`src/rtl/song_reader.sv`:
```
// song_reader: steps through one song in the song ROM, issuing note/duration pairs to the note player.
// Define SONG_READER_LOOP_EN to make songs repeat instead of holding at the end.
`default_nettype none

module song_reader #(
    parameter int NOTE_W = 6,
    parameter int DUR_W  = 6,
    parameter int ADDR_W = 5,
    parameter int SONG_W = 2
) (
    input  logic                       clk,
    input  logic                       reset,
    input  logic                       play,
    input  logic [SONG_W-1:0]          song,
    input  logic                       note_done,
    output logic [SONG_W+ADDR_W-1:0]   rom_addr,
    input  logic [NOTE_W+DUR_W-1:0]    rom_data,
    output logic                       new_note,
    output logic [NOTE_W-1:0]          note,
    output logic [DUR_W-1:0]           duration,
    output logic                       song_done
);

    typedef enum logic [2:0] {
        S_IDLE  = 3'd0,
        S_FETCH = 3'd1,
        S_DATA  = 3'd2,
        S_ISSUE = 3'd3,
        S_WAIT  = 3'd4,
        S_END   = 3'd5,
        S_HOLD  = 3'd6
    } state_t;

    localparam logic [ADDR_W-1:0] ADDR_LAST = '1;
    localparam logic [ADDR_W-1:0] ADDR_ONE  = {{(ADDR_W-1){1'b0}}, 1'b1};

    state_t              state_q;
    logic [ADDR_W-1:0]   addr_q;
    logic [SONG_W-1:0]   song_q;
    logic [NOTE_W-1:0]   note_q;
    logic [DUR_W-1:0]    dur_q;
    logic                new_note_q;
    logic                song_done_q;

    assign rom_addr  = {song_q, addr_q};
    assign new_note  = new_note_q;
    assign note      = note_q;
    assign duration  = dur_q;
    assign song_done = song_done_q;

    always_ff @(posedge clk or posedge reset) begin
        if (reset) begin
            state_q     <= S_IDLE;
            addr_q      <= '0;
            song_q      <= '0;
            note_q      <= '0;
            dur_q       <= '0;
            new_note_q  <= 1'b0;
            song_done_q <= 1'b0;
        end else begin
            new_note_q  <= 1'b0;
            song_done_q <= 1'b0;
            case (state_q)
                S_IDLE: begin
                    if (play) begin
                        song_q  <= song;
                        state_q <= S_FETCH;
                    end
                end
                S_END: begin
                    addr_q <= '0;
`ifdef SONG_READER_LOOP_EN
                    state_q <= play ? S_FETCH : S_IDLE;
`else
                    state_q <= S_HOLD;
`endif
                end
                S_HOLD: begin
                    if (!play) begin
                        state_q <= S_IDLE;
                    end
                end
                default: begin
                    // Pause beats song change beats normal sequencing; a note_done
                    // that lands with the pause still consumes the current entry.
                    if (!play) begin
                        state_q <= S_IDLE;
                        if (state_q == S_WAIT && note_done) begin
                            addr_q <= addr_q + ADDR_ONE;
                        end
                    end else if (song != song_q) begin
                        song_q  <= song;
                        addr_q  <= '0;
                        state_q <= S_FETCH;
                    end else begin
                        case (state_q)
                            S_FETCH: state_q <= S_DATA;
                            S_DATA: begin
                                if (rom_data == '0) begin
                                    song_done_q <= 1'b1;
                                    state_q     <= S_END;
                                end else begin
                                    note_q     <= rom_data[NOTE_W+DUR_W-1:DUR_W];
                                    dur_q      <= rom_data[DUR_W-1:0];
                                    new_note_q <= 1'b1;
                                    state_q    <= S_ISSUE;
                                end
                            end
                            S_ISSUE: state_q <= S_WAIT;
                            S_WAIT: begin
                                if (note_done) begin
                                    if (addr_q == ADDR_LAST) begin
                                        song_done_q <= 1'b1;
                                        state_q     <= S_END;
                                    end else begin
                                        addr_q  <= addr_q + ADDR_ONE;
                                        state_q <= S_FETCH;
                                    end
                                end
                            end
                            default: state_q <= S_IDLE;
                        endcase
                    end
                end
            endcase
        end
    end

endmodule

`default_nettype wire

```
`config.mk`:
```
export PLATFORM = sky130hd
export DESIGN_NAME = song_reader
export DESIGN_NICKNAME = d
export VERILOG_FILES = /design/src/rtl/song_reader.sv
export SDC_FILE = /design/constraint.sdc
export NUM_CORES = 1
export LEC_CHECK = 0
export ABC_AREA = 1
export BUFFER_PORTS_ARGS = -buffer_cell sky130_fd_sc_hd__buf_2
export CORE_UTILIZATION = 40
export CTS_BUF_LIST = sky130_fd_sc_hd__clkbuf_2 sky130_fd_sc_hd__clkbuf_4 sky130_fd_sc_hd__clkbuf_8
export CTS_CLUSTER_SIZE = 25
export DETAILED_ROUTE_END_ITERATION = 6
export SLEW_MARGIN = 30
export SYNTH_ARGS = -nofsm -noshare
export SYNTH_HDL_FRONTEND = slang
export SYNTH_SLANG_ARGS = --single-unit
```
`constraint.sdc`:
```
create_clock -name clk -period 2.4 [get_ports clk]
set_input_delay 0 -clock clk [delete_from_list [all_inputs] [get_ports clk]]
set_output_delay 0 -clock clk [all_outputs]
set_load 0.01 [all_outputs]
```
# Word level (Yosys, flattened, before mapping)
# Cells that the tools add are included.
# word_totals
register_bits	24
input_bits	18
out_inout_bits	21
elab_cells	71
# classes
add_sub_neg	1
n_eq_ne	14
mux	32
n_bitwise	5
n_reduce_logical	12
# ops
cell	n
5-bit 2-to-1 mux	6
3-bit 2-to-1 mux	7
12-bit zero test	1
3-bit one-hot mux with 4 select lines	1
1-bit 2-to-1 mux	11
5-bit one-hot mux with 2 select lines	1
5-bit AND reduction	2
3-bit == test, second input constant	3
3-bit one-hot mux with 3 select lines	1
4-bit by 1-bit != test with 1-bit output, second input constant	2
3-bit by 2-bit == test with 1-bit output, second input constant	2
2-bit 2-to-1 mux	3
6-bit by 3-bit != test with 1-bit output, second input constant	1
3-bit AND reduction	2
5-bit by 1-bit adder with 5-bit output, second input constant	1
5-bit == test, second input constant	1
1-bit inverter	5
2-bit != test, second input constant	2
4-bit by 3-bit != test with 1-bit output, second input constant	1
2-bit one-hot mux with 2 select lines	1
2-bit OR reduction	2
3-bit by 1-bit == test with 1-bit output, second input constant	1
3-bit zero test	1
3-bit nonzero test	1
other kinds (5)	5

# Logic depth before layout (Yosys ltp)
# Gate-level depths: netlist (run 1).
# depth
word_depth	7
depth_mapped	11

# Worst setup path before layout (run 1)
# No wires, ideal clock.
# synth_timing
path_kind	reg2reg
startpoint	reg addr_q[0]
endpoint	reg addr_q[2]
setup_ps	117
t_arrival_ps	1577
required_ps	2283
path_slack_ps	706
path_stages_with_launch	12
path_buffers	0
cell_sequence	dfrtp_1 > ha_1 > and3_1 > ha_1 > nand2_1 > inv_1 > nand4_1 > nand2_1 > inv_1 > nand2_1 > nand2_1 > nand2_1
# synth_between
elab_chain_cells	7
elab_cells_between_ends	11
cone_classes	add/sub: 1; eq/ne: 2; mux: 7; reduce/logical: 1
# synth_lines
item	line	source
start, declared	38	logic [ADDR_W-1:0] addr_q;
start signal, assigned	89	addr_q <= addr_q + ADDR_ONE;
start signal, assigned	116	addr_q <= addr_q + ADDR_ONE;
5-bit by 1-bit adder with 5-bit output	89, 116	
5-bit 2-to-1 mux	112	if (addr_q == ADDR_LAST) begin
5-bit 2-to-1 mux	111	if (note_done) begin
5-bit 2-to-1 mux	96	case (state_q)
5-bit 2-to-1 mux	91	end else if (song != song_q) begin
5-bit 2-to-1 mux	86	if (!play) begin
5-bit one-hot mux with 2 select lines	63	case (state_q)
# Parallel ways exist; a longest one is shown, timed or not. The select of a mux whose other input is x is not followed.
# A chain may end at the register's enable or synchronous reset.

# Worst setup path in the final report (run 1)
# layout_timing
startpoint	reg addr_q[0]
endpoint	reg addr_q[4]
# The elaborated chain is that of the path after synthesis.

==> summary by stage, run 1 <==
Critical path
In this design, the largest share of critical-path delay is due to simple AND/OR/NAND/NOR gates. The critical path class is reg2reg. The slowest stage of the critical path is the sky130_fd_sc_hd__dfrtp_1 cell. The sort of element at the end of the critical path is a flip-flop. The category of the worst setup path launch point is a flip-flop.

The biggest fanout along the worst timing path is 6. The data required time at the worst endpoint is about 2600 ps. In this design, the stage delay of the slowest critical-path cell is 440 ps. The setup slack of the most critical reg-to-reg path is a little under 600 ps. The number of buffer and inverter instances along the worst setup path is 2. The critical path goes through ha_1 -> and3_1 -> ha_1 -> nand2_1 -> inv_1 -> nand4_1 -> nand2_1 -> inv_1 -> nand2_1 -> nand2_1 -> nand2_1. At the worst endpoint, the arrival time is 2020 ps. The cell repeated most along the worst path is sky130_fd_sc_hd__nand2_1.

Logic synthesis
For this run, the leading register cell type out of synthesis is sky130_fd_sc_hd__dfrtp_1. Synthesis produced approximately 180 cells. The share of synthesized registers carrying an async set or reset is 100%. The number of nets handed over by synthesis was 201. The average cell area after synthesis is 7.47 sq um. Yosys mapped a number of flops with a built-in enable equal to 0. The synthesized netlist occupies a cell area of about 1400 sq um. The count of state elements after synthesis is 24. For this run, the number of Yosys warnings is 0. Sequential cells were found to cover 44.4% of the synthesized design area. The synthesized netlist contains 25 unique library cells.

STA
The max-slew violation total from the final report is 0. The clock period could shrink to 1810 ps. For the pin with the worst max-slew slack, the measured transition is 850 ps. For this run, the top clock speed supported by timing is roughly 0.55 GHz.

The final number of hold-violating endpoints was 0. The final critical path takes up 75.3% of the cycle. The count of endpoints failing setup in the final report is 0. The setup TNS is 0 ps. On the final layout, the worst clock skew is about 3.2 ps. The max-slew headroom at the worst pin is 43.0%.

Setup repair after global routing left no endpoint under its margin.

Detailed routing
The detailed-route DRC error count is 0. The residual antenna-violating net count after detailed routing is 0. Summed over all layers, the routed wires come to 3.05 mm. The violation count after the first detailed-route iteration is 64. The average routed wire per standard cell is about 11 microns. The pre-antenna-repair detailed-routing pass consisted of 4 iterations. The via density per instance is roughly 4.7. The overall via count from detail_route is 1,333.

Clocking
The tree is rooted in a sky130_fd_sc_hd__clkbuf_4. The H-tree depth is 1. The clock passes through at most 2 buffers.

Buffers inserted to repair hold after CTS numbered 16. The number of buffers created by CTS is 3. The buffers inserted during post-CTS setup optimization is 0.

The clock-pin slew on the worst setup and hold paths is approximately 130 ps. The post-cts gate resize count is 0. TritonCTS built the clock tree. Clock tree synthesis found a total of 24 sinks. The later-pin clock latency in the skew report is roughly 310 ps.

Run status
The flow ran to the end, and the final reports show no timing, DRC or antenna violations.

Floorplan
39 I/O pins were placed. The core region is approximately 3100 sq um. The initial core utilization is 43.2%. The vertical extent of the die is 60.1 microns. The row count is 20.

The horizontal extent of the die is 60.1 microns. The die covers between 3000 and 4000 sq um.

GRT
The total overflow reported by the global router is 0. The pin count of the biggest net entering global routing is 25. The initial antenna violation count is 0.

The wire length of the first global-routing pass is 5.20 mm. The total global routing track utilization is 19.3%. The number of global-route vias before repair is 1,269.

Placed design
The sum of net half-perimeters after detailed placement is 2.27 mm. The post-placement cell count is 262. The congestion estimate from routability-driven global placement came to 0.834. The cell area after placement is between 1500 and 2000 sq um. The count of port buffers added during placement is 38.

Power
The worst-case IR drop observed on VDD is 0.300 mV. The power density of the placed cells is ~730 nW/um^2. The leakage dissipation is 1.06 nW.

Layout
The final cell area excluding filler cells is about 1800 sq um. The count of cells in the finished layout, fillers not included, comes to 282. The count of antenna diodes in the layout is 0. The share of layout cells above drive strength 1 is 24.8%. The layout net count is 259. The filler cells instantiated in the layout total a little under 300.

The layout overhead on the synthesized area is 32.8%.

Flow run
The max-cap check violation count is 0.

Worst hold path
The worst hold path belongs to the class in2reg.
## logic make-up (layout without fill, tap and decap cells)
logic type | count (synthesis) | in the layout | synth area share [%]
AOI/OAI and AO/OA | 10 | 10 | 4.26
adders and majority gates | 2 | 2 | 1.85
DFF | 24 | 24 | 44.4
xor gates and xnor gates | 3 | 3 | 1.94
and+or+nand+nor | 120 | 120 | 40.0
buffers and inverters | 22 | 79 | 7.50
## layout by cell type, fill, tap and decap left out, drive strengths merged, types with 2 or more instances in the layout
cell          n
inv          18
nor3          2
dlygate4sd3  16
xnor2         2
nand2        69
buf          40
dfrtp        24
nand3        27
ha            2
clkbuf        3
nor2         19
o21ai         4
a21oi         4
## tightest hold or removal path, stage by stage
cell and delay [ps]:
sky130_fd_sc_hd__buf_2 130, sky130_fd_sc_hd__nand2_1 120, sky130_fd_sc_hd__nand2_1 70
## cells in the mapped netlist (2+ instances only)
master,instances,share of area (%)
sky130_fd_sc_hd__buf_6,2,1.7
sky130_fd_sc_hd__dfrtp_1,24,44
sky130_fd_sc_hd__inv_2,5,1.4
sky130_fd_sc_hd__nand2_1,65,18
sky130_fd_sc_hd__inv_1,14,3.9
sky130_fd_sc_hd__nand3_1,26,9.6
sky130_fd_sc_hd__nand2_2,2,0.93
sky130_fd_sc_hd__xnor2_1,2,1.3
sky130_fd_sc_hd__o21ai_0,4,1.5
sky130_fd_sc_hd__nor2_2,2,0.93
sky130_fd_sc_hd__nor2_1,17,4.7
sky130_fd_sc_hd__nand2_4,2,1.7
sky130_fd_sc_hd__a21oi_1,3,1.1
sky130_fd_sc_hd__ha_1,2,1.9
## final cells by class
type | instances | area (sq um) | area share [%]
multi-input combinational | 135 | 649 | 36.2
sequential | 24 | 601 | 33.5
timing repair buffer | 56 | 365 | 20.4
inverter | 19 | 71.3 | 3.97
tap | 44 | 55.1 | 3.07
clock inverter | 1 | 30.0 | 1.67
clock buffer | 3 | 22.5 | 1.26
## per-stage QoR
| step | utilization (%) | hold WS (ps) | setup slack [ps] | total power, mW |
|---|---|---|---|---|
| global placement | 50.6 | 231 | 664 | 0.990 |
| detailed placement | 50.6 | 249 | 611 | 1.01 |
| floorplan | - | 14.6 | 706 | 0.864 |
| finish | 57.4 | 31.8 | 594 | 1.31 |
| global route | 57.4 | 15.9 | 456 | 1.42 |
| CTS | 57.4 | 3.37 | 591 | 1.32 |
## sequential cells by signal, summed over array words and instances (netlist names)
signal and flops:
duration 6, song_done 1, new_note 1, state_q 3
addr_q 5, note 6, song_q 2
## path summary, 6_finish.rpt
path,startpoint,end,cells past startpoint
worst max register to register,addr_q[0]$_DFFE_PP0P_,addr_q[4]$_DFFE_PP0P_,11
min in group asynchronous,reset,duration[1]$_DFFE_PP0P_,3
worst max-delay path,addr_q[0]$_DFFE_PP0P_,addr_q[4]$_DFFE_PP0P_,11
max in group asynchronous,reset,addr_q[1]$_DFFE_PP0P_,3
worst min register to register,note[1]$_DFFE_PP0P_,note[1]$_DFFE_PP0P_,2
worst min-delay path,play,state_q[1]$_DFFE_PP0P_,3
## power by group
part / total [mW] / internal, mW / leakage, nW / switching, mW
clock: 0.290 / 0.169 / 0.0279 / 0.121
combinational: 0.459 / 0.183 / 0.711 / 0.277
sequential: 0.559 / 0.480 / 0.325 / 0.0790
total: 1.31 / 0.831 / 1.06 / 0.476
## layer usage
metal | global-route usage, % | wire [microns] | share of wire, % | vias up
met5 | 0 | 0 | 0 | -
met4 | 6.98 | 17 | 0.56 | 0
met3 | 2.60 | 86 | 2.8 | 2
met2 | 34.1 | 1460 | 48 | 28
met1 | 23.7 | 1480 | 48 | 614
li1 | - | - | - | 689
Power figures use the tool's default switching activity.
==> run 2, diff against run 1 <==
- PLACE_DENSITY: unset -> 0.67
- clock period: 2.4 -> 1.64 ns (I/O delays scaled with it)
==> run 2 against run 1 <==
Against the previous run:
- clock power increased by 8.6%
- cell area rose by 4.8%
- register-to-register slack got worse by 550 ps
- global-route usage decreased by 1.0 points
- first-iteration DRC count shrank 1.6%
- fmax is 13% higher
- via count increased by 1.5%
- clock-buffer cell count is 1 higher
- largest cell class unchanged
==> summary by stage, run 2 (same netlist as run 1, synthesis figures left out) <==
GRT
The number of global-route vias before repair is 1,240 (-2.3%). The pin count of the biggest net entering global routing came to 25 (unchanged). The wire length of the first global-routing pass is 4.97 mm (-4.5%). The initial antenna violation count is 0 (unchanged). The total overflow reported by the global router is 0 (unchanged). The total global routing track utilization is 18.3% (-1.0 points).

STA
The worst setup skew after layout is 3.50 ps (+0.280 ps). The final number of hold-violating endpoints was 0 (unchanged). The final critical-path required period is 1590 ps (-212 ps). The post-route fraction of the period consumed by the critical path came to 97.2% (+22 points). The count of endpoints failing setup in the final report is 0 (unchanged). The max-slew headroom at the worst pin was 79.3% (+36 points). The actual slew at the worst max-slew pin is 311 ps (-539 ps). Setup repair after global routing could not meet its margin everywhere. The achievable clock frequency is 0.627 GHz (+13%). The max-slew violation total from the final report is 0 (unchanged).

Layout
The layout net count is 267 (+3.1%). The final cell area excluding filler cells is 1880 sq um (+4.8%). In the layout the commonest cells are sky130_fd_sc_hd__nand2_1, sky130_fd_sc_hd__buf_2, sky130_fd_sc_hd__nand3_1. The count of antenna diodes in the layout is 0 (unchanged). The share of layout cells above drive strength 1 is 32.1% (+7.3 points). The most common cell after layout, fill and taps aside is sky130_fd_sc_hd__nand2_1. The area growth from synthesis to layout is 39.2%.

The final cell utilization of the core is 60.1% (+2.8 points).

Critical path
The category of the worst setup path launch point is a flip-flop. By startpoint and endpoint, the worst setup path is classified as reg2reg. The sort of element at the end of the critical path is a flip-flop. The data required time at the worst endpoint is 1860 ps (-760 ps). The biggest fanout along the worst timing path was 6 (unchanged). The data arrival time of the worst path is 1820 ps (-200 ps).

Floorplan
The full die area was 3610 sq um (unchanged). The I/O pin count is 39 (unchanged). The placeable core area is 3130 sq um (unchanged). The vertical extent of the die is 60.1 microns (unchanged). The row count is 20 (unchanged). The horizontal extent of the die was 60.1 microns (unchanged). The initial core utilization is 43.2% (unchanged).

Clocking
The number of buffers created by CTS is 3 (unchanged). The TritonCTS clock tree is built. The later-pin clock latency in the skew report is 320 ps (about the same). The sink count of the clock tree was 24 (unchanged). The library cell used as clock root buffer is sky130_fd_sc_hd__clkbuf_4. The H-tree depth came to 1 (unchanged). The clock-pin slew on the worst setup and hold paths is 130 ps (about the same). The buffer depth of the longest clock path is 2 (unchanged).

Power
The total chip power is 1.90 mW (+45%). The switching part of the total is 38.6% (+2.2 points). The combinational power share is 41.2% (+6.1 points). The power share of the sequential group was 42.2% (-0.5 points). The internal portion of total power came to 1.17 mW (+40%). The portion of total power attributed to the clock network is 16.6% (-5.5 points). The worst supply voltage drop on vdd is 0.589 mV (+96%).

The net switching power is 0.733 mW (+54%). The leakage dissipation is 1.10 nW (+3.4%). The power density of the placed cells was 1010 nW/um^2 (+38%).

Worst hold path
The kind of path behind the tightest hold check is in2reg.

Detailed routing
The violation count after the first detailed-route iteration is 63 (-1.6%). The number of detailed-routing iterations run before antenna repair came to 4 (unchanged). The residual antenna-violating net count after detailed routing came to 0 (unchanged).

The overall via count from detail_route was 1,353 (+1.5%). The average routed wire per standard cell is 10.8 microns (+0.12%). The detailed-route DRC error count is 0 (unchanged). The via density per instance is 4.67 (-1.3%). The total wire length was 3.14 mm (+3.0%).

Placed design
The cell area after placement is 1640 sq um (+3.5%). The count of port buffers added during placement is 38 (unchanged). The weighted congestion reported at the end of routability-driven placement came to 0.800 (-4.1%). The sum of net half-perimeters after detailed placement came to 2.15 mm (-5.5%).

Run status
The run finished with clean final reports.

Flow run
The max-cap check violation count came to 0 (unchanged).
run 2: metrics by stage:
step / hold WS, ps / setup slack (ps) / instances / setup TNS (ps)
floorplan: 14.6 / 14.2 / 181 / 0
finish: 14.5 / 46.0 / 290 / 0
global placement: 60.1 / 24.8 / 269 / 0
CTS: 16.0 / 17.1 / 289 / 0
detailed placement: 68.3 / -15.2 / 269 / -37.8
global route: 37.4 / -38.9 / 290 / -174
run 2: worst max-delay path, cell delays in order (launching register included):
cell	delay, ps
sky130_fd_sc_hd__dfrtp_1	410
sky130_fd_sc_hd__ha_2	200
sky130_fd_sc_hd__and3_4	180
sky130_fd_sc_hd__ha_4	160
sky130_fd_sc_hd__nand2_2	60
sky130_fd_sc_hd__inv_2	30
sky130_fd_sc_hd__nand4_1	70
sky130_fd_sc_hd__nand2_1	70
sky130_fd_sc_hd__inv_2	110
sky130_fd_sc_hd__nand2_4	90
sky130_fd_sc_hd__nand2_1	80
sky130_fd_sc_hd__nand2_1	40
run 2: final timing paths:
kind	from	endpoint	depth (start not counted)	slack, ps
max	addr_q[1]$_DFFE_PP0P_	addr_q[1]$_DFFE_PP0P_	11	50
min	play	state_q[1]$_DFFE_PP0P_	3	10
max reg2reg	addr_q[1]$_DFFE_PP0P_	addr_q[1]$_DFFE_PP0P_	11	50
min reg2reg	duration[4]$_DFFE_PP0P_	duration[4]$_DFFE_PP0P_	2	480
max in group asynchronous	reset	song_done$_DFF_PP0_	4	1150
min in group asynchronous	reset	new_note$_DFF_PP0_	4	250
run 2: power by group through the flow:
stage / registers (mW) / logic [mW] / clock network, mW
after global placement: 0.801 / 0.719 / 0
after global routing: 0.816 / 0.885 / 0.345
after floorplan: 0.863 / 0.410 / 0
final: 0.801 / 0.782 / 0.315
after detailed placement: 0.806 / 0.724 / 0
after CTS: 0.797 / 0.762 / 0.324
run 2: area by class of cell:
type                    count  area [sq um]
multi-input cells         135           692
clock buffers               4          36.3
repair buffers             64           425
inverters                  19          71.3
well taps                  44          55.1
flip-flops and latches     24           601
fillers                   305          1250
run 2: layer usage:
metal	global-route usage, %	up-vias	share of wire [%]
met5	0	-	0
met1	22.1	617	49
met2	33.3	30	47
met3	2.60	4	3.3
li1	-	702	-
met4	4.98	0	0.99
run 2: what timing repair did:
action                     in CTS  in global routing
setup buffers                   0                  1
pin swaps                       0                  4
gates resized for setup         2                 10
hold endpoints to repair       39                  0
hold buffers                   16                  0
setup endpoints to repair       5                  5
